==> src/rtl/pipe_stage_reg.sv <==
// Parametrised inter-stage pipeline register with valid, stall/flush control and
// optional saturating stall/flush counters (enabled by defining PIPE_STAGE_PERF_EN).
module pipe_stage_reg #(
  parameter int DATA_W   = 64,
  parameter int NUM_DATA = 2,
  parameter int RD_W     = 5,
  parameter int CTRL_W   = 4,
  parameter int WE_BIT   = 2
) (
  input  logic                       clk,
  input  logic                       reset,
  input  logic                       stall,
  input  logic                       flush,
  input  logic                       in_valid,
  input  logic [NUM_DATA*DATA_W-1:0] in_data,
  input  logic [RD_W-1:0]            in_rd,
  input  logic [CTRL_W-1:0]          in_ctrl,
  output logic                       out_valid,
  output logic [NUM_DATA*DATA_W-1:0] out_data,
  output logic [RD_W-1:0]            out_rd,
  output logic [CTRL_W-1:0]          out_ctrl,
  output logic                       out_wr_en,
  output logic [31:0]                stall_cnt,
  output logic [31:0]                flush_cnt
);

  logic                             valid_d, valid_q;
  logic [NUM_DATA-1:0][DATA_W-1:0]  data_d, data_q;
  logic [RD_W-1:0]                  rd_d, rd_q;
  logic [CTRL_W-1:0]                ctrl_d, ctrl_q;

  // Flush keeps the data payload: only valid/rd/ctrl need to be clean for a bubble.
  always_comb begin
    valid_d = valid_q;
    data_d  = data_q;
    rd_d    = rd_q;
    ctrl_d  = ctrl_q;
    if (flush) begin
      valid_d = 1'b0;
      rd_d    = '0;
      ctrl_d  = '0;
    end else if (!stall) begin
      valid_d = in_valid;
      data_d  = in_data;
      rd_d    = in_rd;
      ctrl_d  = in_valid ? in_ctrl : '0;
    end
  end

  always_ff @(posedge clk) begin
    if (reset) begin
      valid_q <= 1'b0;
      data_q  <= '0;
      rd_q    <= '0;
      ctrl_q  <= '0;
    end else begin
      valid_q <= valid_d;
      data_q  <= data_d;
      rd_q    <= rd_d;
      ctrl_q  <= ctrl_d;
    end
  end

  assign out_valid = valid_q;
  assign out_data  = data_q;
  assign out_rd    = rd_q;
  assign out_ctrl  = ctrl_q;
  assign out_wr_en = valid_q & ctrl_q[WE_BIT];

`ifdef PIPE_STAGE_PERF_EN
  logic [31:0] stall_cnt_d, stall_cnt_q;
  logic [31:0] flush_cnt_d, flush_cnt_q;

  // Saturating counts; a stall masked by flush is counted only as a flush.
  always_comb begin
    stall_cnt_d = stall_cnt_q;
    flush_cnt_d = flush_cnt_q;
    if (flush) begin
      if (flush_cnt_q != '1) flush_cnt_d = flush_cnt_q + 32'd1;
    end else if (stall) begin
      if (stall_cnt_q != '1) stall_cnt_d = stall_cnt_q + 32'd1;
    end
  end

  always_ff @(posedge clk) begin
    if (reset) begin
      stall_cnt_q <= '0;
      flush_cnt_q <= '0;
    end else begin
      stall_cnt_q <= stall_cnt_d;
      flush_cnt_q <= flush_cnt_d;
    end
  end

  assign stall_cnt = stall_cnt_q;
  assign flush_cnt = flush_cnt_q;
`else
  assign stall_cnt = 32'd0;
  assign flush_cnt = 32'd0;
`endif

endmodule

==> config.mk <==
export PLATFORM = sky130hd
export DESIGN_NAME = pipe_stage_reg
export DESIGN_NICKNAME = d
export VERILOG_FILES = /design/src/rtl/pipe_stage_reg.sv
export SDC_FILE = /design/constraint.sdc
export NUM_CORES = 1
export LEC_CHECK = 0
export BUFFER_PORTS_ARGS = -buffer_cell sky130_fd_sc_hd__buf_2
export CAP_MARGIN = 20
export CORE_UTILIZATION = 35
export CTS_BUF_LIST = sky130_fd_sc_hd__clkbuf_8
export DETAILED_ROUTE_END_ITERATION = 10
export PLACE_DENSITY = 0.68
export RECOVER_POWER = 100
export SETUP_SLACK_MARGIN = 0.3
export SLEW_MARGIN = 10
export SYNTH_ARGS = -nofsm -noshare
export SYNTH_HDL_FRONTEND = slang
export SYNTH_SLANG_ARGS = --single-unit
==> constraint.sdc <==
create_clock -name clk -period 1.1 [get_ports clk]
set_clock_uncertainty 0.1 [all_clocks]
set_input_delay 0.055 -clock clk [delete_from_list [all_inputs] [get_ports clk]]
set_output_delay 0.055 -clock clk [all_outputs]
set_load 0.005 [all_outputs]
==> run metrics, run 1 <==
Skew-Pair Late Insertion Delay 0.43 ns; FMAX 836 MHz; Hold WS -0.163 ns; critical-path maximum fanout 3; Die Wd 135 µm; #FFs+latches synth 138; final WL 16.7 mm; PD cells 1280 nW/µm²; Final Critical Period 1.20 ns; Area Growth Syn to Fin 39.4%; Max VDD drop 0.805 mV; Final #Nets 1,113; Post-Place Cells 1,159; GRT Overall Usage 17.6%; IO buf count 280; Clock Tree Buf Depth 2; clk root buf clkbuf_8; slowest CP cell dfxtp_2; FF-to-FF End out_data[117]; failing checks hold timing, setup timing; post-layout util 49.8%; initial antenna violation count 0; first-pass iteration count of the detailed router 4; Worst path max stage delay 0.35 ns; most frequent cells in the layout buf_2, a21oi_1, or3b_1, o21ai_0, dfxtp_1; fin cells 1,206; unrepaired setup endpoints after global routing true; delay-heaviest family, CP flip-flops; DRC viols 0; Antenna Nets Post-Route 0; hold-critical path depth 3; MaxCap Viol Count 0; crit path cell chain and2_4 -> buf_6; Die Area 18,200 µm²; Worst Setup Slack, final -0.0960 ns; via count 5,712; Seq/Total Area, Yosys 44.7%; Hold Crit Start in_data[86]; dpl cell area 7630 µm²; IO Pins 345; cell depth of the worst flop-to-flop path 4; worst reg2reg path startpoint out_data[117]; synthesized cell area 6180 µm²; CTS Buf Count 17; Final Cycle Share 109%; element type at the critical path start flop; Die H 135 µm; total global routing overflow 0; WL/cell 13.9 µm; Crit path required time 0.94 ns; Core ar. 17,300 µm²; commonest non-fill, non-tap cell in the layout buf_2; Crit. End Element output port; Buf/Inv on CP 1; Diodes inserted 0; FP Rows 48; Yosys Warn Count 0; routed vias/inst 4.74; Final Cell Area 8610 µm²; HPWL after detailed placement 11.1 mm; first-pass GRT wire length 25.4 mm; worst hold endpoint out_data[86]; fin. max-slew vios 0; Tot Pwr 11.0 mW; Final Hold Vio Count 128; 1st-iter DRT viols 238; Unique masters post-synth 18; mean post-synth cell area 9.01 µm²; RePlAce Congestion 0.763; Critical Path AT 1.04 ns; largest net degree at the start of global routing 68; H-tree Lvls 4; share of layout cells above drive strength 1 42.9%; run status finished with violations; Lkg Pwr 3.76 nW; Setup Viol. Count Final 2; CTS Sinks 138; critical path type reg -> out; Starting Density 35.7%; gate count of the mapped netlist 686; CTS tree done; Worst R2R Setup Slack 0.20 ns; clock-pin slew on the worst setup and hold paths 0.08 ns; vias in the first global route 5,039; Hold Path Class in -> reg
## flip-flops by register name, indices dropped and copies added (netlist names)
register / flops
out_data: 128
out_rd: 5
out_ctrl: 4
out_valid: 1
## area by class of cell
cell class | instances | area, µm²
multi-input cells | 474 | 2850
well taps | 225 | 282
clock inverters | 11 | 134
flip-flops and latches | 138 | 2840
fillers | 1700 | 8680
repair buffers | 340 | 2250
clock buffers | 18 | 248
## cells by family after synthesis
kind of cell	after synthesis	share of synthesized area, %
compound gates	260	21.1
simple gates	144	19.4
flops	138	44.7
buf+inv	137	13.8
mux	6	0.972
other cells	1	0.0607
## power breakdown
group	switching (mW)	internal, mW
combinational	0.735	0.802
sequential	0.119	5.24
clock	1.91	2.23
## per-layer routing
metal / GRT usage (%) / vias to the layer above / share of wire, %
met1: 20.5 / 2605 / 41
met4: 6.68 / 0 / 2.0
met5: 0 / - / 0
met3: 6.31 / 23 / 7.6
li1: - / 2869 / -
met2: 29.5 / 215 / 50
## repair_timing
action / CTS / global route
hold endpoints to repair: 138 / 128
endpoints found under the setup margin: 141 / 170
setup buffers: 2 / 5
hold buffers: 13 / 1
pin swaps: 1 / 12
gates resized for setup: 188 / 60
## how the worst max path moves through the flow
stage,start,to,slack (ns),cells after the start
after floorplan,stall,out_data[0],-0.07,6
after global placement,stall,out_data[62],-0.11,5
after detailed placement,stall,out_data[63],-0.22,5
after CTS,out_ctrl[2],out_wr_en,-0.13,2
after global routing,out_valid,out_wr_en,-0.15,2
final,out_valid,out_wr_en,-0.1,2
## cells in the mapped netlist, drive strengths merged
library cell	number	share of area [%]
dfxtp	138	45
a21oi	132	11
o21ai	128	10
or3b	128	18
buf	83	10
clkbuf	54	3.3
mux2i	6	0.97
nor2	6	0.36
nand2	4	0.24
nand3b	4	0.49
and2	1	0.10
conb	1	0.061
or2	1	0.10
## worst reg2reg max path, stage by stage, from the launching register on
cell and delay (ns):
dfxtp_1 0.37, buf_6 0.11, buf_6 0.08, o21ai_2 0.04, a21oi_2 0.14
## stage by stage
| stage | TNS [ns] | setup WS, ns |
|---|---|---|
| after detailed placement | -10.86 | -0.221 |
| after floorplan | -5.60 | -0.0704 |
| after global routing | -0.811 | -0.154 |
| after CTS | -0.146 | -0.128 |
| after global placement | -8.48 | -0.112 |
| final | -0.135 | -0.0960 |
No activity file was read; power rests on OpenSTA's default activity.
==> run 2: changes to the inputs <==
--- a/config.mk
+++ b/config.mk
@@ -10,7 +10,7 @@
 export CORE_UTILIZATION = 35
 export CTS_BUF_LIST = sky130_fd_sc_hd__clkbuf_8
 export DETAILED_ROUTE_END_ITERATION = 10
-export PLACE_DENSITY = 0.68
+export PLACE_DENSITY = 0.66
 export RECOVER_POWER = 100
 export SETUP_SLACK_MARGIN = 0.3
 export SLEW_MARGIN = 10
==> constraint.sdc (replaced) <==
create_clock -name clk -period 1.5 [get_ports clk]
set_clock_uncertainty 0.1 [all_clocks]
set_input_delay 0.075 -clock clk [delete_from_list [all_inputs] [get_ports clk]]
set_output_delay 0.075 -clock clk [all_outputs]
set_load 0.005 [all_outputs]
==> run metrics, run 2 (synthesis results as in run 1) <==
run status finished clean; Net Switching 2.06 mW; final WL 18.4 mm; vias in the first global route 5,694; Final Hold Vio Count 0; sequential share of power 47.1%; Die Wd 135 µm; dpl cell area 7520 µm²; most frequent cells in the layout buf_2, dlygate4sd3_1, dfxtp_1, a21oi_1, o21ai_0; RePlAce Congestion 0.762; Largest register FFs 128; largest net degree at the start of global routing 93; post-layout util 53.5%; clock-pin slew on the worst setup and hold paths 0.08 ns; Final Cycle Share 87.5%; pre-CTS setup slack 0.147 ns; Antenna Nets Post-Route 0; HPWL after detailed placement 10.7 mm; Gate power share 15.5%; Crit. End Element flop; total global routing overflow 0; Sw Share 25.0%; initial antenna violation count 0; WL/cell 14.0 µm; cell depth of the worst flop-to-flop path 2; clk root buf clkbuf_8; Worst path max stage delay 0.55 ns; Skew-Pair Late Insertion Delay 0.44 ns; MaxCap Viol Count 0; IO buf count 280; clock share of power 37.4%; Die H 135 µm; element type at the critical path start primary input; critical path type in -> reg; share of layout cells above drive strength 1 22.2%; Final #Nets 1,223; Area Growth Syn to Fin 49.9%; Hold Path Class in -> reg; 1st-iter DRT viols 238; Final Critical Period 1.31 ns; internal power 6.21 mW; GRT Overall Usage 19.5%; Max-slew headroom 38.6%; hold-critical path depth 3; routed vias/inst 4.69; crit path cell chain clkbuf_4 -> buf_12 -> nand3b_1 -> dlygate4sd3_1 -> a21oi_1; Diodes inserted 0; critical-path maximum fanout 58; Critical Path AT 1.55 ns; Lkg Pwr 3.86 nW; via count 6,186; CTS Sinks 138; IO Pins 345; commonest non-fill, non-tap cell in the layout buf_2; Setup Viol. Count Final 0; Max VDD drop 0.673 mV; worst slew pin tran 0.921 ns; Clock Tree Buf Depth 2; first-pass GRT wire length 28.0 mm; post-route setup TNS 0 ns; H-tree Lvls 4; Crit path required time 1.74 ns; unrepaired setup endpoints after global routing true; CTS tree done; Worst Setup Slack, final 0.187 ns; Core ar. 17,300 µm²; CTS Buf Count 17; DRC viols 0; first-pass iteration count of the detailed router 4; FP Rows 48; FMAX 762 MHz; slowest CP cell dlygate4sd3_1; PD cells 893 nW/µm²; Hold WS 0.214 ns; Final Cell Area 9260 µm²; Starting Density 35.7%; Die Area 18,200 µm²; fin. max-slew vios 0
## run 2: cell count changes in the layout (fill, tap and decap cells not counted), sizes merged
cell          previous run  this run
inv                      3         5
dlygate4sd3             11       146
clkbuf                  56       120
clkinvlp                 3         1
clkinv                   2         4
dlymetal6s4s             0         1
buf                    291       202
## run 2: path summary, 6_finish.rpt
check | startpoint | endpoint | slack (ns)
hold reg to reg | out_ctrl[1] | out_ctrl[1] | 0.37
setup reg to reg | out_data[116] | out_data[116] | 0.67
hold / removal | stall | out_data[99] | 0.21
setup / recovery | stall | out_ctrl[1] | 0.19
## run 2: area by class of cell
| type | count | area [µm²] |
|---|---|---|
| fill | 1593 | 8040 |
| timing repair buffer | 450 | 3020 |
| multi-input combinational | 474 | 2800 |
| sequential | 138 | 2760 |
| tap | 225 | 282 |
| clock buffer | 19 | 262 |
| clock inverter | 13 | 136 |
## run 2: timing repair
item                                   in CTS  in global routing
pin swaps                                   0                  1
endpoints found under the hold margin     138                  1
hold buffers                              147                  1
buffers inserted                            0                  1
setup endpoints to repair                   1                  4
resized for setup                           2                  4
## run 2: per-stage QoR
step / total power, mW / cells
5_1_grt: 8.68 / 1319
6_report: 8.27 / 1319
4_1_cts: 8.38 / 1318
3_5_place_dp: 4.96 / 1139
3_3_place_gp: 4.95 / 1139
2_1_floorplan: 4.63 / 749
## run 2: layer usage
| layer | wire length [µm] | GRT usage (%) | part of all wire, % | up-vias |
|---|---|---|---|---|
| li1 | - | - | - | 3091 |
| met1 | 7290 | 21.2 | 40 | 2819 |
| met3 | 1060 | 5.26 | 5.8 | 40 |
| met4 | 550 | 9.30 | 3.0 | 0 |
| met5 | 0 | 0 | 0 | - |
| met2 | 9500 | 35.1 | 52 | 236 |
## run 2: power by group through the flow
stage                     combinational (mW)  clock, mW  sequential [mW]
after CTS                               1.30       3.20             3.89
after global routing                    1.41       3.35             3.92
after floorplan                        0.637          0             4.00
final                                   1.28       3.09             3.90
after global placement                 0.977          0             3.97
after detailed placement               0.984          0             3.98
## run 2: worst max-delay path, delay by kind of cell
kind / cells / cell delay (ns)
AO/OA/AOI/OAI: 1 / 0.06
AND/OR/NAND/NOR: 1 / 0.14
buffers and inverters: 3 / 1.22
